$ cat src/rtl/pipe_hazard_ctrl_if.sv
// Hazard-control bundle between the pipeline datapath and pipe_hazard_ctrl.
// Optional mem_err member is present only when PIPE_HAZARD_TIMEOUT_EN is defined.
interface pipe_hazard_ctrl_if;
  // Hazard sources from the pipeline
  logic [4:0] id_rs_addr;
  logic [4:0] id_rt_addr;
  logic       id_rs_use;
  logic       id_rt_use;
  logic       id_branch_taken;
  logic       ex_load;
  logic [4:0] ex_regWriteAddr;
  logic       ex_div_start;
  logic       mem_req;
  logic       mem_ready;
  // Stage-register controls back to the pipeline
  logic       stall_pc;
  logic       stall_if_id;
  logic       flush_if_id;
  logic       stall_id_ex;
  logic       bubble_id_ex;
  logic       stall_ex_mem;
  logic       bubble_ex_mem;
  logic       div_done;
  logic       busy;
`ifdef PIPE_HAZARD_TIMEOUT_EN
  logic       mem_err;
`endif

  // Pipeline side: drives hazard sources, receives controls
  modport master (
    output id_rs_addr, id_rt_addr, id_rs_use, id_rt_use, id_branch_taken,
    output ex_load, ex_regWriteAddr, ex_div_start, mem_req, mem_ready,
    input  stall_pc, stall_if_id, flush_if_id, stall_id_ex, bubble_id_ex,
    input  stall_ex_mem, bubble_ex_mem, div_done, busy
`ifdef PIPE_HAZARD_TIMEOUT_EN
    , input mem_err
`endif
  );

  // Controller side
  modport slave (
    input  id_rs_addr, id_rt_addr, id_rs_use, id_rt_use, id_branch_taken,
    input  ex_load, ex_regWriteAddr, ex_div_start, mem_req, mem_ready,
    output stall_pc, stall_if_id, flush_if_id, stall_id_ex, bubble_id_ex,
    output stall_ex_mem, bubble_ex_mem, div_done, busy
`ifdef PIPE_HAZARD_TIMEOUT_EN
    , output mem_err
`endif
  );
endinterface

$ cat src/rtl/pipe_hazard_ctrl.sv
// Stall/flush sequencer for the 5-stage pipeline.
// Priority: memory wait > divide occupancy > load-use > taken-branch flush.
// Optional memory-wait timeout enabled by defining PIPE_HAZARD_TIMEOUT_EN.
module pipe_hazard_ctrl #(
  parameter int unsigned DIV_CYCLES = 32,  // 2..255
  parameter int unsigned TIMEOUT    = 64
) (
  input logic              clk,
  input logic              rst,
  pipe_hazard_ctrl_if.slave bus
);

  typedef enum logic [0:0] {StRun, StDivBusy} state_e;

  localparam logic [7:0] DivLoad = 8'(DIV_CYCLES - 2);

  state_e     r_state;
  logic [7:0] r_div_cnt;

  logic w_mem_stall_raw;
  logic w_mem_stall;
  logic w_in_div;
  logic w_div_start;
  logic w_div_hold;
  logic w_div_finish;
  logic w_dep;
  logic w_load_use;
  logic w_hold_front;

  assign w_mem_stall_raw = bus.mem_req & ~bus.mem_ready;

`ifdef PIPE_HAZARD_TIMEOUT_EN
  localparam logic [7:0] TimeoutVal = 8'(TIMEOUT);

  logic [7:0] r_wait_cnt;
  logic       r_mem_err;
  logic       w_timed_out;

  assign w_timed_out = (r_wait_cnt == TimeoutVal);
  // Once the wait bound is hit the access is abandoned and the pipeline moves on
  assign w_mem_stall = w_mem_stall_raw & ~w_timed_out;
  assign bus.mem_err = r_mem_err;

  // Consecutive-wait counter (saturates at TIMEOUT) and sticky error flag
  always_ff @(posedge clk) begin
    if (rst) begin
      r_wait_cnt <= 8'd0;
      r_mem_err  <= 1'b0;
    end else if (!w_mem_stall_raw) begin
      r_wait_cnt <= 8'd0;
    end else if (!w_timed_out) begin
      r_wait_cnt <= r_wait_cnt + 8'd1;
      if (r_wait_cnt + 8'd1 == TimeoutVal) begin
        r_mem_err <= 1'b1;
      end
    end
  end
`else
  assign w_mem_stall = w_mem_stall_raw;
`endif

  // State-derived terms are masked during reset so a reset mid-divide is silent
  assign w_in_div     = (r_state == StDivBusy) & ~rst;
  assign w_div_start  = ~w_in_div & bus.ex_div_start & ~w_mem_stall;
  assign w_div_hold   = w_in_div | w_div_start;
  assign w_div_finish = w_in_div & (r_div_cnt == 8'd0) & ~w_mem_stall;

  assign w_dep = (bus.id_rs_use & (bus.id_rs_addr == bus.ex_regWriteAddr)) |
                 (bus.id_rt_use & (bus.id_rt_addr == bus.ex_regWriteAddr));
  assign w_load_use = bus.ex_load & (bus.ex_regWriteAddr != 5'd0) & w_dep &
                      ~w_mem_stall & ~w_div_hold;

  assign w_hold_front = w_mem_stall | w_div_hold | w_load_use;

  // Stage-register controls, combinational from state and current inputs
  always_comb begin
    bus.stall_pc      = w_hold_front;
    bus.stall_if_id   = w_hold_front;
    bus.flush_if_id   = bus.id_branch_taken & ~w_hold_front;
    bus.stall_id_ex   = w_mem_stall | w_div_hold;
    bus.bubble_id_ex  = w_load_use;
    bus.stall_ex_mem  = w_mem_stall;
    bus.bubble_ex_mem = w_div_hold & ~w_mem_stall;
    // Pulse comes from the registered counter reaching zero, held off by memory waits
    bus.div_done      = w_div_finish;
    bus.busy          = w_in_div;
  end

  // Divide sequencer: counter keeps running through memory waits, exit waits for them
  always_ff @(posedge clk) begin
    if (rst) begin
      r_state   <= StRun;
      r_div_cnt <= 8'd0;
    end else begin
      unique case (r_state)
        StRun: begin
          if (w_div_start) begin
            r_state   <= StDivBusy;
            r_div_cnt <= DivLoad;
          end
        end
        StDivBusy: begin
          if (r_div_cnt != 8'd0) begin
            r_div_cnt <= r_div_cnt - 8'd1;
          end else if (!w_mem_stall) begin
            r_state <= StRun;
          end
        end
        default: r_state <= StRun;
      endcase
    end
  end

endmodule
$ cat src/flat_wrapper.sv
// flat-port wrapper written by rule: the top's interface ports become plain ports
module pipe_hazard_ctrl_flat 
#(
  parameter int unsigned DIV_CYCLES = 32,           
  parameter int unsigned TIMEOUT    = 64
)
  (clk, rst, bus_id_rs_addr, bus_id_rt_addr, bus_id_rs_use, bus_id_rt_use, bus_id_branch_taken, bus_ex_load, bus_ex_regWriteAddr, bus_ex_div_start, bus_mem_req, bus_mem_ready, bus_stall_pc, bus_stall_if_id, bus_flush_if_id, bus_stall_id_ex, bus_bubble_id_ex, bus_stall_ex_mem, bus_bubble_ex_mem, bus_div_done, bus_busy);
  pipe_hazard_ctrl_if bus_i ();
  input logic clk;
  input logic rst;
  input wire logic [$bits(bus_i.id_rs_addr)-1:0] bus_id_rs_addr;
  input wire logic [$bits(bus_i.id_rt_addr)-1:0] bus_id_rt_addr;
  input wire logic [$bits(bus_i.id_rs_use)-1:0] bus_id_rs_use;
  input wire logic [$bits(bus_i.id_rt_use)-1:0] bus_id_rt_use;
  input wire logic [$bits(bus_i.id_branch_taken)-1:0] bus_id_branch_taken;
  input wire logic [$bits(bus_i.ex_load)-1:0] bus_ex_load;
  input wire logic [$bits(bus_i.ex_regWriteAddr)-1:0] bus_ex_regWriteAddr;
  input wire logic [$bits(bus_i.ex_div_start)-1:0] bus_ex_div_start;
  input wire logic [$bits(bus_i.mem_req)-1:0] bus_mem_req;
  input wire logic [$bits(bus_i.mem_ready)-1:0] bus_mem_ready;
  output wire logic [$bits(bus_i.stall_pc)-1:0] bus_stall_pc;
  output wire logic [$bits(bus_i.stall_if_id)-1:0] bus_stall_if_id;
  output wire logic [$bits(bus_i.flush_if_id)-1:0] bus_flush_if_id;
  output wire logic [$bits(bus_i.stall_id_ex)-1:0] bus_stall_id_ex;
  output wire logic [$bits(bus_i.bubble_id_ex)-1:0] bus_bubble_id_ex;
  output wire logic [$bits(bus_i.stall_ex_mem)-1:0] bus_stall_ex_mem;
  output wire logic [$bits(bus_i.bubble_ex_mem)-1:0] bus_bubble_ex_mem;
  output wire logic [$bits(bus_i.div_done)-1:0] bus_div_done;
  output wire logic [$bits(bus_i.busy)-1:0] bus_busy;
  assign bus_i.id_rs_addr = bus_id_rs_addr;
  assign bus_i.id_rt_addr = bus_id_rt_addr;
  assign bus_i.id_rs_use = bus_id_rs_use;
  assign bus_i.id_rt_use = bus_id_rt_use;
  assign bus_i.id_branch_taken = bus_id_branch_taken;
  assign bus_i.ex_load = bus_ex_load;
  assign bus_i.ex_regWriteAddr = bus_ex_regWriteAddr;
  assign bus_i.ex_div_start = bus_ex_div_start;
  assign bus_i.mem_req = bus_mem_req;
  assign bus_i.mem_ready = bus_mem_ready;
  assign bus_stall_pc = bus_i.stall_pc;
  assign bus_stall_if_id = bus_i.stall_if_id;
  assign bus_flush_if_id = bus_i.flush_if_id;
  assign bus_stall_id_ex = bus_i.stall_id_ex;
  assign bus_bubble_id_ex = bus_i.bubble_id_ex;
  assign bus_stall_ex_mem = bus_i.stall_ex_mem;
  assign bus_bubble_ex_mem = bus_i.bubble_ex_mem;
  assign bus_div_done = bus_i.div_done;
  assign bus_busy = bus_i.busy;
  pipe_hazard_ctrl #(.DIV_CYCLES(DIV_CYCLES), .TIMEOUT(TIMEOUT)) u_core (.clk(clk), .rst(rst), .bus(bus_i));
endmodule
$ cat config.mk
export PLATFORM = sky130hd
export DESIGN_NAME = pipe_hazard_ctrl_flat
export DESIGN_NICKNAME = d
export VERILOG_FILES = /design/src/rtl/pipe_hazard_ctrl_if.sv /design/src/rtl/pipe_hazard_ctrl.sv /design/src/flat_wrapper.sv
export SDC_FILE = /design/constraint.sdc
export NUM_CORES = 1
export LEC_CHECK = 0
export CORE_MARGIN = 10
export CORE_UTILIZATION = 35
export CTS_CLUSTER_DIAMETER = 150
export DETAILED_ROUTE_END_ITERATION = 10
export GPL_ROUTABILITY_DRIVEN = 0
export PLACE_DENSITY = 0.71
export REMOVE_ABC_BUFFERS = 1
export SLEW_MARGIN = 10
export SYNTH_ARGS = -nofsm -noshare
export SYNTH_HDL_FRONTEND = slang
export SYNTH_SLANG_ARGS = --single-unit
$ cat constraint.sdc
create_clock -name clk -period 1.8 [get_ports clk]
set_input_delay 0.18 -clock clk [delete_from_list [all_inputs] [get_ports clk]]
set_output_delay 0.18 -clock clk [all_outputs]
set_load 0.01 [all_outputs]
Word-level counts from Yosys, hierarchy flattened
Index checks and enable logic that the tools add are counted.
Cells by class
  muxes and demuxes: 7
  $add $sub $neg: 1
  equal/unequal tests: 4
  reduce and logical (&&, ||, !) cells: 4
  bitwise gates (word level): 25
Operator list (number)
  $mux W8: 2
  $pmux W8 S2: 1
  $and A1 B1 Y1: 14
  $eq A5 B5 Y1: 2
  $logic_not A8 Y1: 1
  $reduce_bool A8 Y1: 1
  $sub A8 B1 Y8 const B: 1
  $not A1 Y1: 7
  $reduce_bool A5 Y1: 1
  $or A1 B1 Y1: 4
  $mux W1: 3
  $ne A2 B1 Y1 const B: 1
  $ne A2 B2 Y1 const B: 1
  $pmux W1 S2: 1
  $reduce_and A2 Y1: 1
Word-level totals
  logic and storage cells: 43
  bits of input ports: 24
  flip-flop bits (word level): 9

Logic depth before layout (Yosys ltp)
  word-level depth: 11
  depth in mapped cells: 7

Least setup slack after synthesis
Ideal clock, no wire load.
  kind: register to output
  start: reg u_core.r_div_cnt[0]
  end: out bus_div_done
  stages on the path, launching flop included: 7
  arrival time: 1.727 ns
  setup slack: -0.107 ns
  path buffers: 1
  path through: dfxtp_1 inv_1 ha_1 or3b_1 buf_2 or3_4 nor4_1
Between the ends
  longest elaborated chain between the ends: 3
RTL lines
  start, declared: line pipe_hazard_ctrl.sv:18  | logic [7:0] r_div_cnt;
  start signal, assigned: line pipe_hazard_ctrl.sv:99  | r_div_cnt <= DivLoad;
  start signal, assigned: line pipe_hazard_ctrl.sv:104  | r_div_cnt <= r_div_cnt - 8'd1;
  $logic_not A8 Y1: line pipe_hazard_ctrl.sv:66  | assign w_div_finish = w_in_div & (r_div_cnt == 8'd0) & ~w_mem_stall;
  $and A1 B1 Y1 (2 in series): line pipe_hazard_ctrl.sv:66
  end, declared: line flat_wrapper.sv:28  | output wire logic [$bits(bus_i.div_done)-1:0] bus_div_done;
No other way between the ends.

Worst setup path in the final report
  start: reg u_core.r_div_cnt[1]
  end: out bus_div_done
The elaborated chain is that of the path after synthesis.

==> qor.yml <==
sta:
  setup_viol: 1
  drv_slew: 0
  fin_crit_ns: 2.00
  hold_ws_ns: 0.619
  worst_slew_pin_slew_ns: 0.264
  tns_ns: -0.203
  clock_skew_ns: 0.00449
  report.final.hold_viol_count: 0
  rsz0062_at_grt: "true"
  layout_setup_ws_ns: -0.203
  slew_headroom_pct: 82.3
  fmax_ghz: 0.499
  fin_crit_sh_pct: 111
grt:
  grt_overflow: 0
  grt_pass1_wl_um: 3520
  grtUsageTotal_pct: 10.5
  antenna_found_initial: 0
  grt_pass1_vias: 834
  grt_max_degree: 11
setup_path:
  cp-start-kind: "flip-flop"
  path_cells: "inv_2, ha_4, or3b_4, or3_4, nor4_2, buf_2"
  cp.arrival_ns: 1.82
  slowest_stage: "or3_4"
  cp-end-kind: "output pin"
  crit_type: "reg2out"
  rr_worst_depth: 7
  required_ns: 1.62
  cpPeakStageDelay_ns: 0.38
  worstPathMaxFanout: 2
floorplan:
  core_area_um2: 1760
  io_pins: 33
  die_h_um: 63.4
  start_util_pct: 37.4
  num_rows: 15
  die_area_um2: 4030
  die_w_um: 63.4
hold_path:
  hold_path_class: "reg2reg"
  min_path_cells: 3
clocking:
  cts-root-buf: "clkbuf_4"
  cts_buffers: 3
  clk_latency_ns: 0.26
  cts_num_sinks: 9
  ctsHoldBuffers: 0
  cts_setup_buffers: 0
  cts_tree: "yes"
  clockBufferDepth: 2
  clk_pin_slew_ns: 0.06
  htreeDepth: 1
final_layout:
  final_cells: 162
  layout_common_cells: "buf_4 (22), clkdlybuf4s50_1 (16), xor2_1 (10)"
  nNetsFinal: 163
  utilization_pct: 71.4
  antenna_cells: 0
  mostFrequentLayoutCell: "buf_4"
  areaGrowthSynthToFinish_pct: 90.7
  drive_above_1_share_pct: 36.5
  fillerInstances: 149
logic_synthesis:
  syn_inst: 82
  synth_area_leaders: "dfxtp_1 (27%), xor2_1 (13%), nor2_1 (4.0%)"
  ys_ff_latch: 9
  ys.flop_type: "dfxtp_1"
  synth_edf_count: 0
  synth-seq-area-share_pct: 27.3
  synth_largest_area_cell: "dfxtp_1"
  ys_warn_count: 0
  synth_area_um2: 661
  async_flop_share_pct: 0
  synth_top_cell_area_share_pct: 27.3
  synth.avg_cell_area_um2: 8.06
  synth_cell_types: 35
detailed_routing:
  via_count: 788
  drtAntennaViolNets: 0
  wl_um: 2290
  drtPass1Iterations: 4
  drcViolationCount: 0
  drtIter0Drc: 11
  wire_per_inst_um: 14.1
  viasPerCell: 4.86
job:
  max_cap_violations: 0
power_and_ir_drop:
  p_per_area_nw_per_um2: 576
  max-vdd-ir-drop_mv: 0.272
  p_leak_nw: 0.568
  p_total_mw: 0.725
status:
  violations: "negative setup slack"
  status: "finished, violations left"
place:
  place_inst: 158
  numPortBuffers: 32
  dp_hpwl_um: 1850
==> stage by stage <==
| stage | setup slack, ns | area [µm²] |
|---|---|---|
| after floorplan | -0.0801 | 641 |
| after global placement | -0.539 | 1160 |
| after detailed placement | -0.561 | 1160 |
| after CTS | -0.272 | 1180 |
| after global routing | -0.269 | 1260 |
| final | -0.203 | 1260 |
==> worst max-delay path: cells and delay by family (launching register included) <==
family | cells | cell delay [ns]
simple gates | 3 | 0.88
flops | 1 | 0.32
buf+inv | 2 | 0.24
fa+ha+maj | 1 | 0.12
==> sequential cells by signal, summed over array words and instances (netlist names) <==
register and flops:
u_core.r_div_cnt 8, u_core.r_state 1
==> cells by family (layout without fill, tap and decap cells) <==
| group | after synthesis | count (layout) | synth area share, % |
|---|---|---|---|
| multiplexers | 2 | 2 | 3.03 |
| buffers and inverters | 8 | 63 | 5.30 |
| XOR/XNOR | 12 | 12 | 15.9 |
| flip-flops | 9 | 9 | 27.3 |
| AND/OR/NAND/NOR | 34 | 34 | 29.4 |
| AO/OA/AOI/OAI | 16 | 16 | 17.2 |
| adder cells (fa/ha/maj) | 1 | 1 | 1.89 |
==> timing repair <==
action	4_1_cts	5_1_grt
endpoints found under the setup margin	8	12
gates resized for setup	34	20
pin swaps	7	9
==> cells in the mapped netlist, types with 2 or more instances <==
| cell type | instances |
|---|---|
| dfxtp_1 | 9 |
| nor4_1 | 4 |
| xor2_1 | 10 |
| inv_1 | 4 |
| xnor2_1 | 2 |
| nor2b_1 | 3 |
| nor3_1 | 5 |
| nand2b_1 | 3 |
| clkbuf_1 | 2 |
| nor2_1 | 7 |
| nand2_1 | 3 |
| o21ai_0 | 4 |
| a31oi_1 | 2 |
| mux2i_1 | 2 |
| a21oi_1 | 2 |
==> report_power, final <==
part	switching (mW)	leakage (nW)	internal [mW]
Sequential	0.0105	0.0742	0.218
Clock	0.0737	0.0150	0.0856
Combinational	0.148	0.479	0.189
Total	0.233	0.568	0.493
==> final timing paths <==
kind | from | end | slack [ns]
min | u_core.r_div_cnt[2]$_SDFFE_PP0P_ | u_core.r_div_cnt[2]$_SDFFE_PP0P_ | 0.62
max reg2reg | u_core.r_div_cnt[1]$_SDFFE_PP0P_ | u_core.r_state$_SDFF_PP0_ | 0.08
min reg2reg | u_core.r_div_cnt[2]$_SDFFE_PP0P_ | u_core.r_div_cnt[2]$_SDFFE_PP0P_ | 0.62
max | u_core.r_div_cnt[1]$_SDFFE_PP0P_ | bus_div_done | -0.20
==> routing by layer <==
metal  global-route usage [%]  share of wire [%]
met1                     9.90                 39
met2                     18.1                 49
met3                     5.65                 11
met4                     5.19               0.92
met5                        0                  0
==> layout make-up <==
cell class	instances	area [µm²]	area share (%)
multi-input cells	65	524	41.6
repair buffers	55	482	38.2
flip-flops and latches	9	181	14.4
well taps	25	31.3	2.48
clock buffers	4	26.3	2.09
inverters	4	15.0	1.19
Note: power is estimated with default switching activity, not from simulation.
